[src/rtl/alarm_unit.sv]
// Alarm stage: settable HH:MM alarm, rising-edge match against the running time,
// and a ring/snooze state machine driving a beeping buzzer.
module alarm_unit #(
  parameter int RING_SECONDS   = 60,
  parameter int SNOOZE_MINUTES = 5
) (
  input  logic       clk,
  input  logic       resetn,
  input  logic       tick,
  input  logic [3:0] hrT,
  input  logic [3:0] hrU,
  input  logic [3:0] minT,
  input  logic [3:0] minU,
  input  logic [3:0] secT,
  input  logic [3:0] secU,
  input  logic       alarm_en,
  input  logic       alarm_set,
  input  logic       select,
  input  logic       increment,
  input  logic       stop,
  input  logic       snooze,
  output logic [3:0] aHrT,
  output logic [3:0] aHrU,
  output logic [3:0] aMinT,
  output logic [3:0] aMinU,
  output logic [3:0] sel,
  output logic       set_mode,
  output logic       ringing,
  output logic       buzzer
);

  localparam int SNZ_TICKS = SNOOZE_MINUTES * 60;
  localparam int RW        = $clog2(RING_SECONDS + 1);
  localparam int SW        = $clog2(SNZ_TICKS + 1);

  typedef enum logic [1:0] {S_IDLE, S_SET, S_RINGING, S_SNOOZE} state_e;

  state_e          state_q, state_d;
  logic [3:0]      hr_t_q, hr_t_d, hr_u_q, hr_u_d;
  logic [3:0]      min_t_q, min_t_d, min_u_q, min_u_d;
  logic [3:0]      sel_q, sel_d;
  logic [RW-1:0]   ring_cnt_q, ring_cnt_d;
  logic [SW-1:0]   snz_cnt_q, snz_cnt_d;
  logic            beep_q, beep_d;
  logic            match_q;
  logic            match_now, trigger;

  assign match_now = alarm_en &&
                     hrT == hr_t_q && hrU == hr_u_q &&
                     minT == min_t_q && minU == min_u_q &&
                     secT == 4'd0 && secU == 4'd0;
  // match_q resets high so an alarm of 00:00 cannot fire straight out of reset.
  assign trigger = match_now && !match_q;

  always_comb begin
    // NOTE: every next-state signal gets a default first, so no path leaves one
    // unassigned and no latch is inferred.
    state_d    = state_q;
    hr_t_d     = hr_t_q;
    hr_u_d     = hr_u_q;
    min_t_d    = min_t_q;
    min_u_d    = min_u_q;
    sel_d      = sel_q;
    ring_cnt_d = ring_cnt_q;
    snz_cnt_d  = snz_cnt_q;
    beep_d     = beep_q;

    unique case (state_q)
      S_IDLE: begin
        if (alarm_set) begin
          state_d = S_SET;
          sel_d   = 4'b0001;
        end else if (trigger) begin
          state_d    = S_RINGING;
          ring_cnt_d = '0;
          beep_d     = 1'b1;
        end
      end

      S_SET: begin
        if (alarm_set) begin
          state_d = S_IDLE;
          sel_d   = 4'b0000;
        end else begin
          // Increment acts on the current selection; a simultaneous select rotates afterwards.
          if (increment) begin
            unique case (sel_q)
              4'b0001: min_u_d = (min_u_q >= 4'd9) ? 4'd0 : min_u_q + 4'd1;
              4'b0010: min_t_d = (min_t_q >= 4'd5) ? 4'd0 : min_t_q + 4'd1;
              4'b0100: begin
                if (hr_t_q == 4'd2) hr_u_d = (hr_u_q >= 4'd3) ? 4'd0 : hr_u_q + 4'd1;
                else                hr_u_d = (hr_u_q >= 4'd9) ? 4'd0 : hr_u_q + 4'd1;
              end
              4'b1000: begin
                if (hr_t_q >= 4'd2) begin
                  hr_t_d = 4'd0;
                end else begin
                  hr_t_d = hr_t_q + 4'd1;
                  if (hr_t_q == 4'd1 && hr_u_q > 4'd3) hr_u_d = 4'd3;
                end
              end
              default: ;
            endcase
          end
          if (select) sel_d = {sel_q[2:0], sel_q[3]};
        end
      end

      S_RINGING: begin
        if (stop || !alarm_en) begin
          state_d = S_IDLE;
          beep_d  = 1'b0;
        end else if (snooze) begin
          state_d   = S_SNOOZE;
          snz_cnt_d = SW'(SNZ_TICKS);
          beep_d    = 1'b0;
        end else if (tick) begin
          if (ring_cnt_q == RW'(RING_SECONDS - 1)) begin
            state_d = S_IDLE;
            beep_d  = 1'b0;
          end else begin
            ring_cnt_d = ring_cnt_q + RW'(1);
            beep_d     = !beep_q;
          end
        end
      end

      S_SNOOZE: begin
        if (stop || !alarm_en) begin
          state_d = S_IDLE;
        end else if (tick) begin
          if (snz_cnt_q == SW'(1)) begin
            state_d    = S_RINGING;
            ring_cnt_d = '0;
            beep_d     = 1'b1;
          end
          snz_cnt_d = snz_cnt_q - SW'(1);
        end
      end

      default: state_d = S_IDLE;
    endcase
  end

  // NOTE: state registers use non-blocking assignments so every register samples
  // the values from before the edge, independent of statement order.
  always_ff @(posedge clk or negedge resetn) begin
    if (!resetn) begin
      state_q    <= S_IDLE;
      hr_t_q     <= '0;
      hr_u_q     <= '0;
      min_t_q    <= '0;
      min_u_q    <= '0;
      sel_q      <= '0;
      ring_cnt_q <= '0;
      snz_cnt_q  <= '0;
      beep_q     <= 1'b0;
      match_q    <= 1'b1;
    end else begin
      state_q    <= state_d;
      hr_t_q     <= hr_t_d;
      hr_u_q     <= hr_u_d;
      min_t_q    <= min_t_d;
      min_u_q    <= min_u_d;
      sel_q      <= sel_d;
      ring_cnt_q <= ring_cnt_d;
      snz_cnt_q  <= snz_cnt_d;
      beep_q     <= beep_d;
      match_q    <= match_now;
    end
  end

  assign aHrT     = hr_t_q;
  assign aHrU     = hr_u_q;
  assign aMinT    = min_t_q;
  assign aMinU    = min_u_q;
  assign sel      = sel_q;
  assign set_mode = (state_q == S_SET);
  assign ringing  = (state_q == S_RINGING);
  assign buzzer   = ringing && beep_q;

endmodule

[config.mk]
export PLATFORM = sky130hd
export DESIGN_NAME = alarm_unit
export DESIGN_NICKNAME = d
export VERILOG_FILES = /design/src/rtl/alarm_unit.sv
export SDC_FILE = /design/constraint.sdc
export NUM_CORES = 1
export LEC_CHECK = 0
export BUFFER_PORTS_ARGS = -buffer_cell sky130_fd_sc_hd__buf_2
export CAP_MARGIN = 30
export CORE_MARGIN = 3
export CORE_UTILIZATION = 30
export DETAILED_ROUTE_END_ITERATION = 8
export GPL_TIMING_DRIVEN = 0
export HOLD_SLACK_MARGIN = 0.1
export PLACE_DENSITY = 0.56
export SYNTH_ARGS = -nofsm -noshare
export SYNTH_HDL_FRONTEND = slang
export SYNTH_SLANG_ARGS = --single-unit
[constraint.sdc]
create_clock -name clk -period 5.1 [get_ports clk]
set_clock_uncertainty 0.15 [all_clocks]
set_input_delay 1.02 -clock clk [delete_from_list [all_inputs] [get_ports clk]]
set_output_delay 1.02 -clock clk [all_outputs]
set_load 0.01 [all_outputs]
==> results of run 1 <==
critical path, cell delays in order, from the launching register on:
cell      delay (ns)
dfrtp_1         0.43
clkbuf_1        0.25
nor2b_1         0.15
clkbuf_1        0.39
and2_1          0.19
buf_2           0.12
worst max path at each step:
stage,from,end,depth (start not counted)
after global routing,state_q[0]$_DFFE_PN0P_,buzzer,5
after detailed placement,minT[3],ring_cnt_q[0]$_DFFE_PN0P_,6
final,state_q[0]$_DFFE_PN0P_,buzzer,5
after global placement,minT[0],ring_cnt_q[3]$_DFFE_PN0P_,6
after CTS,state_q[0]$_DFFE_PN0P_,buzzer,5
after floorplan,alarm_set,aMinT[2]$_DFFE_PN0P_,6
sequential cells by signal (all words and copies together) (netlist names), 2 cells and up:
name,flops
aHrT,4
aHrU,4
aMinT,4
aMinU,4
ring_cnt_q,6
sel,4
snz_cnt_q,9
state_q,2
layout by cell type (no fill, tap or decap), types with 3 or more instances in the layout:
cell type | synthesis | routed
buf_2 | 1 | 57
dfrtp_1 | 38 | 38
nor2_1 | 23 | 23
o21ai_0 | 19 | 19
xor2_1 | 18 | 18
inv_1 | 16 | 16
nand2_1 | 16 | 16
a21oi_1 | 16 | 16
ha_1 | 15 | 15
nor4_1 | 13 | 13
nand3_1 | 12 | 12
nor2b_1 | 7 | 7
nand4_1 | 6 | 6
clkbuf_8 | 0 | 6
nand2b_1 | 5 | 5
clkbuf_1 | 4 | 4
o31ai_1 | 4 | 4
a21o_1 | 4 | 4
xnor2_1 | 4 | 4
a31oi_1 | 4 | 4
and2_1 | 3 | 3
nor3_1 | 3 | 3
a22o_1 | 3 | 3
nor4b_1 | 3 | 3
report_power, final:
part           switching, µW  total [µW]  internal (µW)
clock network            116         274            158
registers               44.9         376            331
logic                   98.6         176           76.9
total                    259         826            567
kinds of logic (layout without fill, tap and decap cells):
logic type / Yosys count / count (layout) / share of synthesized area [%]
simple gates: 107 / 107 / 23.8
compound gates: 69 / 69 / 18.9
flops: 39 / 39 / 38.6
xor+xnor: 22 / 22 / 7.62
buf+inv: 21 / 85 / 3.16
fa+ha+maj: 15 / 15 / 7.42
mux: 1 / 1 / 0.445
routing by layer:
layer / track usage [%] / share of wire (%) / up-vias
li1: - / - / 1129
met5: 0 / 0 / -
met2: 20.0 / 45 / 56
met1: 19.3 / 49 / 1048
met3: 3.07 / 5.1 / 8
met4: 3.19 / 1.0 / 0
area by class of cell:
cell class / count / area (µm²)
Clock inverter: 2 / 35.0
Timing Repair Buffer: 56 / 280
Buffer: 5 / 20.0
Clock buffer: 6 / 82.6
Inverter: 16 / 60.1
Sequential cell: 39 / 977
Tap cell: 102 / 128
Fill cell: 821 / 4910
Multi-Input combinational cell: 214 / 1470
through the flow:
step	setup slack, ns	instances	total power (µW)	hold slack, ns
finish	2.10	440	826	0.390
global route	1.97	440	889	0.421
CTS	2.12	439	842	0.403
detailed placement	2.08	431	562	0.374
global placement	2.04	431	558	0.371
floorplan	2.53	274	481	0.339
==> results.cfg, run 1 <==
[run_status]
status = complete, no violations

[floorplan]
initial_core_util_pct = 31.8
rows = 32
ioPinCount = 56
dieArea_um2 = 9570
dieHeight_um = 97.8
coreArea_um2 = 7970
die_width_um = 97.8

[yosys]
syn_area_um2 = 2530
ys.flop_type = dfrtp_1
yosysUniqueCellTypes = 50
avgSynthCellArea_um2 = 9.23
synth_common_cells = 38 x dfrtp_1, 23 x nor2_1, 19 x o21ai_0
synth_warnings = 0
synth_edf_count = 0
yosysSeqAreaShare_pct = 38.6
synth_top_area_share_pct = 37.6
synthCells = 274
ys_top_cells_by_area = dfrtp_1 38%, ha_1 7.4%, xor2_1 6.2%, o21ai_0 3.8%, nor2_1 3.4%
async_flop_share_pct = 100
syn-num-nets = 322
synth.ff_latch_count = 39
yosys.area.top_type = dfrtp_1
post-synth-top-count-cell = dfrtp_1

[routing]
num_vias = 2241
drc = 0
dr.first_iter.drc_count = 72
viasPerCell = 5.09
wl_um = 6170
avgRoutedWirePerCell_um = 14.0
ant_nets = 0
first_pass_iters = 4

[sta]
finalCriticalPeriod_ns = 3.00
drv_slew = 0
rsz0062_at_grt = no
slew_headroom_pct = 41.2
fin_setup_tns_ns = 0
finalCritPeriodShare_pct = 58.7
hold_viol = 0
setup_viol = 0
fmax_ghz = 0.334
worst_pin_slew_ns = 0.882

[global_route]
groute.usage.overall_pct = 13.3
grt_remaining_overflow = 0
grt_max_degree = 40
antenna_found_initial = 0
grt_pass1_wl_um = 10500
grt_pass1_vias = 2117

[worst_hold_path]
hold_start = snz_cnt_q[8]$_DFFE_PN0P_
hold_depth = 2
worstHoldEndpoint = snz_cnt_q[8]$_DFFE_PN0P_
min_path_type = flip-flop to flip-flop

[cells_and_area]
drive_gt1_share_pct = 21.6
area_growth_pct = 20.8
diodes = 0
final_cell_area_um2 = 3060
layout.nets = 385
final_util_pct = 38.3

[clock_tree]
cts_buffer_depth = 2
cts_buffers = 5
tritoncts = done
cts_resized = 0
cts_setup_buffers = 0
hold_buffers = 0
clk_pin_slew_ns = 0.08
cts_sinks = 39
cts_root_buf = clkbuf_8
htree_levels = 2
clk_latency_ns = 0.30

[worst_setup_path]
startpoint_type = flip-flop
cp.required_ns = 3.93
rrSetupSlack_ns = 2.44
path_max_fanout = 10
r2r-end = aHrU[3]$_DFFE_PN0P_
r2r_start = aHrT[0]$_DFFE_PN0P_
arrival_ns = 1.83
setup.worst_path.end_class = output pin
worstRegToRegCells = 7
critPathKind = flip-flop to output pin

[power_and_ir_drop]
power_density_nw_per_um2 = 270
p_leak_uw = 0.00148
peakVddDrop_mv = 0.114

[place]
gp_congestion = 0.812
io_buffers = 55
hpwl_um = 4750
placedInstanceArea_um2 = 2930

[run]
drv_cap = 0
No activity file was read; power rests on OpenSTA's default activity.
==> inputs of run 2 (changes only) <==
PLACE_DENSITY = 0.58   (was 0.56)
clock period = 2.7 ns   (was 5.1 ns; I/O delays follow)
==> results.cfg, run 2 (synthesis results as in run 1) <==
[worst_setup_path]
startpoint_type = flip-flop
rrSetupSlack_ns = 0.21
crit_end = aHrU[3]$_DFFE_PN0P_
setup.worst_path.end_class = flip-flop
worstSetupStartpoint = aHrT[0]$_DFFE_PN0P_
worstRegToRegCells = 8
r2r-end = aHrU[3]$_DFFE_PN0P_
arrival_ns = 2.52
path_max_fanout = 7
cp.required_ns = 2.74
critPathKind = flip-flop to flip-flop
r2r_start = aHrT[0]$_DFFE_PN0P_

[power_and_ir_drop]
power.total_uw = 1540
power_density_nw_per_um2 = 503
peakVddDrop_mv = 0.344
p_leak_uw = 0.00149

[routing]
avgRoutedWirePerCell_um = 13.9
wl_um = 6140
drc = 0
viasPerCell = 5.13
first_pass_iters = 4
ant_nets = 0
num_vias = 2264
dr.first_iter.drc_count = 70

[clock_tree]
cts_buffer_depth = 2
hold_buffers = 0
clk_latency_ns = 0.30
htree_levels = 2
tritoncts = done
cts_resized = 0
clk_pin_slew_ns = 0.09
cts_buffers = 5
cts_root_buf = clkbuf_8
cts_sinks = 39

[global_route]
grt_pass1_wl_um = 10200
grt_remaining_overflow = 0
antenna_found_initial = 0
groute.usage.overall_pct = 13.0
grt_pass1_vias = 2193
grt_max_degree = 40

[cells_and_area]
final_common_cell = buf_2
layout.nets = 386
area_growth_pct = 21.0
top_regs = snz_cnt_q: 9 flops, ring_cnt_q: 6 flops
fillers = 821
layout_common_cells = 56 x buf_2, 38 x dfrtp_1, 23 x nor2_1
instances_no_fill = 441
largest_reg_flops = 9
diodes = 0
drive_gt1_share_pct = 21.8
regMostFlops = snz_cnt_q

[floorplan]
dieHeight_um = 97.8
initial_core_util_pct = 31.8
coreArea_um2 = 7970
rows = 32
ioPinCount = 56
die_width_um = 97.8
dieArea_um2 = 9570

[place]
place_inst = 431
io_buffers = 55
hpwl_um = 4660
gp_congestion = 0.848

[sta]
setup_viol = 0
slew_headroom_pct = 33.3
finalCriticalPeriod_ns = 2.49
hold_viol = 0
rsz0062_at_grt = no
drv_slew = 0
worst_pin_slew_ns = 0.991
finalCritPeriodShare_pct = 92.1
fmax_ghz = 0.402
whs_ns = 0.204
fin_setup_tns_ns = 0

[run]
drv_cap = 0

[worst_hold_path]
min_path_type = primary input to async pin

[run_status]
status = complete, no violations
-- run 2: cell count changes in the layout (fill, tap and decap cells not counted), sizes merged --
cell,previous run,this run
buf,57,58
clkinv,1,2
clkbuf,10,9
-- run 2: worst max-delay path, cell delays in order, from the launching register on --
cell and delay [ns]:
dfrtp_1 0.44, inv_1 0.09, ha_1 0.23, nor4_1 0.40, o2111ai_1 0.24, a2111oi_4 0.33, buf_4 0.20, o31ai_1 0.07
a32o_1 0.20
-- run 2: worst min path at each step --
stage | startpoint | to | depth (start not counted)
after floorplan | resetn | aHrT[0]$_DFFE_PN0P_ | 0
after global placement | snz_cnt_q[8]$_DFFE_PN0P_ | snz_cnt_q[8]$_DFFE_PN0P_ | 2
after detailed placement | snz_cnt_q[8]$_DFFE_PN0P_ | snz_cnt_q[8]$_DFFE_PN0P_ | 2
after CTS | resetn | aHrT[0]$_DFFE_PN0P_ | 1
after global routing | resetn | aHrT[0]$_DFFE_PN0P_ | 1
final | resetn | sel[1]$_DFFE_PN0P_ | 1
-- run 2: what timing repair did --
action	CTS	global route
setup endpoints to repair	0	3
buffers inserted	0	2
endpoints found under the hold margin	0	0
-- run 2: per-layer routing --
layer	track usage, %	part of all wire [%]	wire length, µm
met2	20.2	46	2800
met5	0	0	0
met1	17.8	48	2970
met3	2.93	4.1	253
met4	4.69	1.7	107
-- run 2: final cells by class --
class	instances	area, µm²	share of cell area [%]
Buffer	5	20.0	0.654
Sequential cell	39	977	31.9
Timing Repair Buffer	57	290	9.48
Inverter	16	60.1	1.96
Multi-Input combinational cell	214	1470	48.1
Clock inverter	3	43.8	1.43
Tap cell	102	128	4.17
Clock buffer	5	68.8	2.25
-- run 2: stage by stage --
| stage | cell area, µm² | setup slack [ns] | utilization, % |
|---|---|---|---|
| 2_1_floorplan | 2530 | 0.293 | - |
| 3_3_place_gp | 2930 | 0.106 | 36.8 |
| 3_5_place_dp | 2930 | 0.0411 | 36.8 |
| 4_1_cts | 3050 | 0.0239 | 38.2 |
| 5_1_grt | 3060 | 0.0423 | 38.4 |
| 6_report | 3060 | 0.214 | 38.4 |
-- run 2: power by group --
part	total, µW	switching, µW	internal [µW]	leakage, µW
sequential	707	80.8	626	0.000509
clock	501	225	275	0.0000581
combinational	333	188	145	0.000918
total	1540	494	1050	0.00149
==> inputs of run 3 (changes only) <==
GPL_TIMING_DRIVEN = not set   (was 0)
==> results.cfg, run 3 (synthesis results as in run 1) <==
[worst_setup_path]
slowest_stage = dfrtp_1
critPathKind = flip-flop to flip-flop
critical_path.cell_chain = inv_1 > ha_1 > nor4_1 > o2111ai_1 > a2111oi_4 > buf_4 > o31ai_1 > a32o_1
cp.required_ns = 2.73
startpoint_type = flip-flop
max_stage_delay_ns = 0.42
setup.worst_path.end_class = flip-flop
arrival_ns = 2.46
path_max_fanout = 8

[sta]
hold_viol = 0
fin_setup_tns_ns = 0
finalCriticalPeriod_ns = 2.44
setup_viol = 0
drv_slew = 0
rsz0062_at_grt = no
slew_headroom_pct = 38.3
fmax_ghz = 0.410
worst_pin_slew_ns = 0.926
finalCritPeriodShare_pct = 90.3

[cells_and_area]
regMostFlops = snz_cnt_q
final_common_cell = buf_2
final_util_pct = 38.3
layout.nets = 387
seqCellArea_um2 = 977
diodes = 0
multi_input_area_um2 = 1470
area_growth_pct = 20.7
drive_gt1_share_pct = 22.6
fillers = 811
layout_common_cells = 55 x buf_2, 38 x dfrtp_1, 23 x nor2_1
largest_reg_flops = 9
top_regs = snz_cnt_q: 9 flops, ring_cnt_q: 6 flops

[global_route]
grt_pass1_vias = 2050
antenna_found_initial = 0
groute.usage.overall_pct = 12.9
grt_pass1_wl_um = 10200
grt_remaining_overflow = 0
busiest_layer = met2
met1_usage_pct = 18.2
use_met3_pct = 3.14
grt_max_degree = 40
grtUsageMet2_pct = 20.3

[run_status]
status = complete, no violations

[clock_tree]
clk_latency_ns = 0.28
cts_sinks = 39
cts_buffers = 5
cts_root_buf = clkbuf_8
clk_pin_slew_ns = 0.07
tritoncts = done
htree_levels = 2
cts_buffer_depth = 2
hold_buffers = 0

[floorplan]
initial_core_util_pct = 31.8
coreArea_um2 = 7970
die_width_um = 97.8
ioPinCount = 56
rows = 32
dieHeight_um = 97.8
dieArea_um2 = 9570

[routing]
num_vias = 2254
dr.first_iter.drc_count = 87
drc = 0
viasPerCell = 5.10
wl_um = 6250
first_pass_iters = 4
ant_nets = 0
avgRoutedWirePerCell_um = 14.1

[place]
gp_congestion = 0.802
io_buffers = 55
hpwl_um = 4750

[worst_hold_path]
min_path_type = primary input to async pin

[power_and_ir_drop]
p_leak_uw = 0.00149
power_density_nw_per_um2 = 467
peakVddDrop_mv = 0.196

[run]
drv_cap = 0
==> run 3: cell types whose count changed in the layout (fill, tap and decap cells not counted), sizes merged <==
cell	before	now
buf	58	63
clkbuf	9	7
bufinv	1	0
clkinv	2	1
==> run 3: per-stage QoR <==
step	hold WS (ns)	std cells	setup WS, ns	cell area [µm²]	total power, µW
4_1_cts	0.268	441	0.0794	3050	1450
5_1_grt	0.304	442	0.0786	3050	1530
3_5_place_dp	0.367	433	0.0926	2970	1060
2_1_floorplan	0.0944	274	0.293	2530	908
6_report	0.244	442	0.262	3050	1430
3_3_place_gp	0.373	433	0.211	2970	1060
==> run 3: layer usage <==
metal,part of all wire [%],vias to the layer above
met2,46,54
li1,-,1136
met1,48,1060
met5,0,-
met3,5.8,4
met4,0.56,0
==> run 3: where the power goes <==
part / switching (µW) / internal, µW
combinational: 183 / 149
sequential: 87.4 / 626
clock: 198 / 181
total: 468 / 957
==> run 3: cell type report <==
type	count	share of cell area, %
tap	102	4.18
clock inverter	1	0.164
inverter	16	1.97
multi-input combinational	214	48.2
timing repair buffer	63	11.0
sequential	39	32.0
clock buffer	7	2.50
==> run 3: timing repair <==
item	CTS	global route
setup buffers	0	1
setup endpoints to repair	0	3
hold endpoints to repair	0	0
resized for setup	0	0
==> run 3: worst paths after layout <==
kind,startpoint,endpoint,slack (ns),cells past startpoint
min,resetn,aHrU[1]$_DFFE_PN0P_,0.24,1
max in group asynchronous,resetn,snz_cnt_q[1]$_DFFE_PN0P_,1.59,1
max reg2reg,aHrT[0]$_DFFE_PN0P_,aHrU[3]$_DFFE_PN0P_,0.26,8
min reg2reg,snz_cnt_q[8]$_DFFE_PN0P_,snz_cnt_q[8]$_DFFE_PN0P_,0.39,2
max,aHrT[0]$_DFFE_PN0P_,aHrU[3]$_DFFE_PN0P_,0.26,8
min in group clk,snz_cnt_q[8]$_DFFE_PN0P_,snz_cnt_q[8]$_DFFE_PN0P_,0.39,2
==> run 3: critical path, delay by kind of cell (launching register included) <==
family                     cells  cell delay, ns
AOI/OAI and AO/OA              4            0.85
adders and majority gates      1            0.24
buffers and inverters          2            0.30
DFF                            1            0.42
and+or+nand+nor                1            0.37
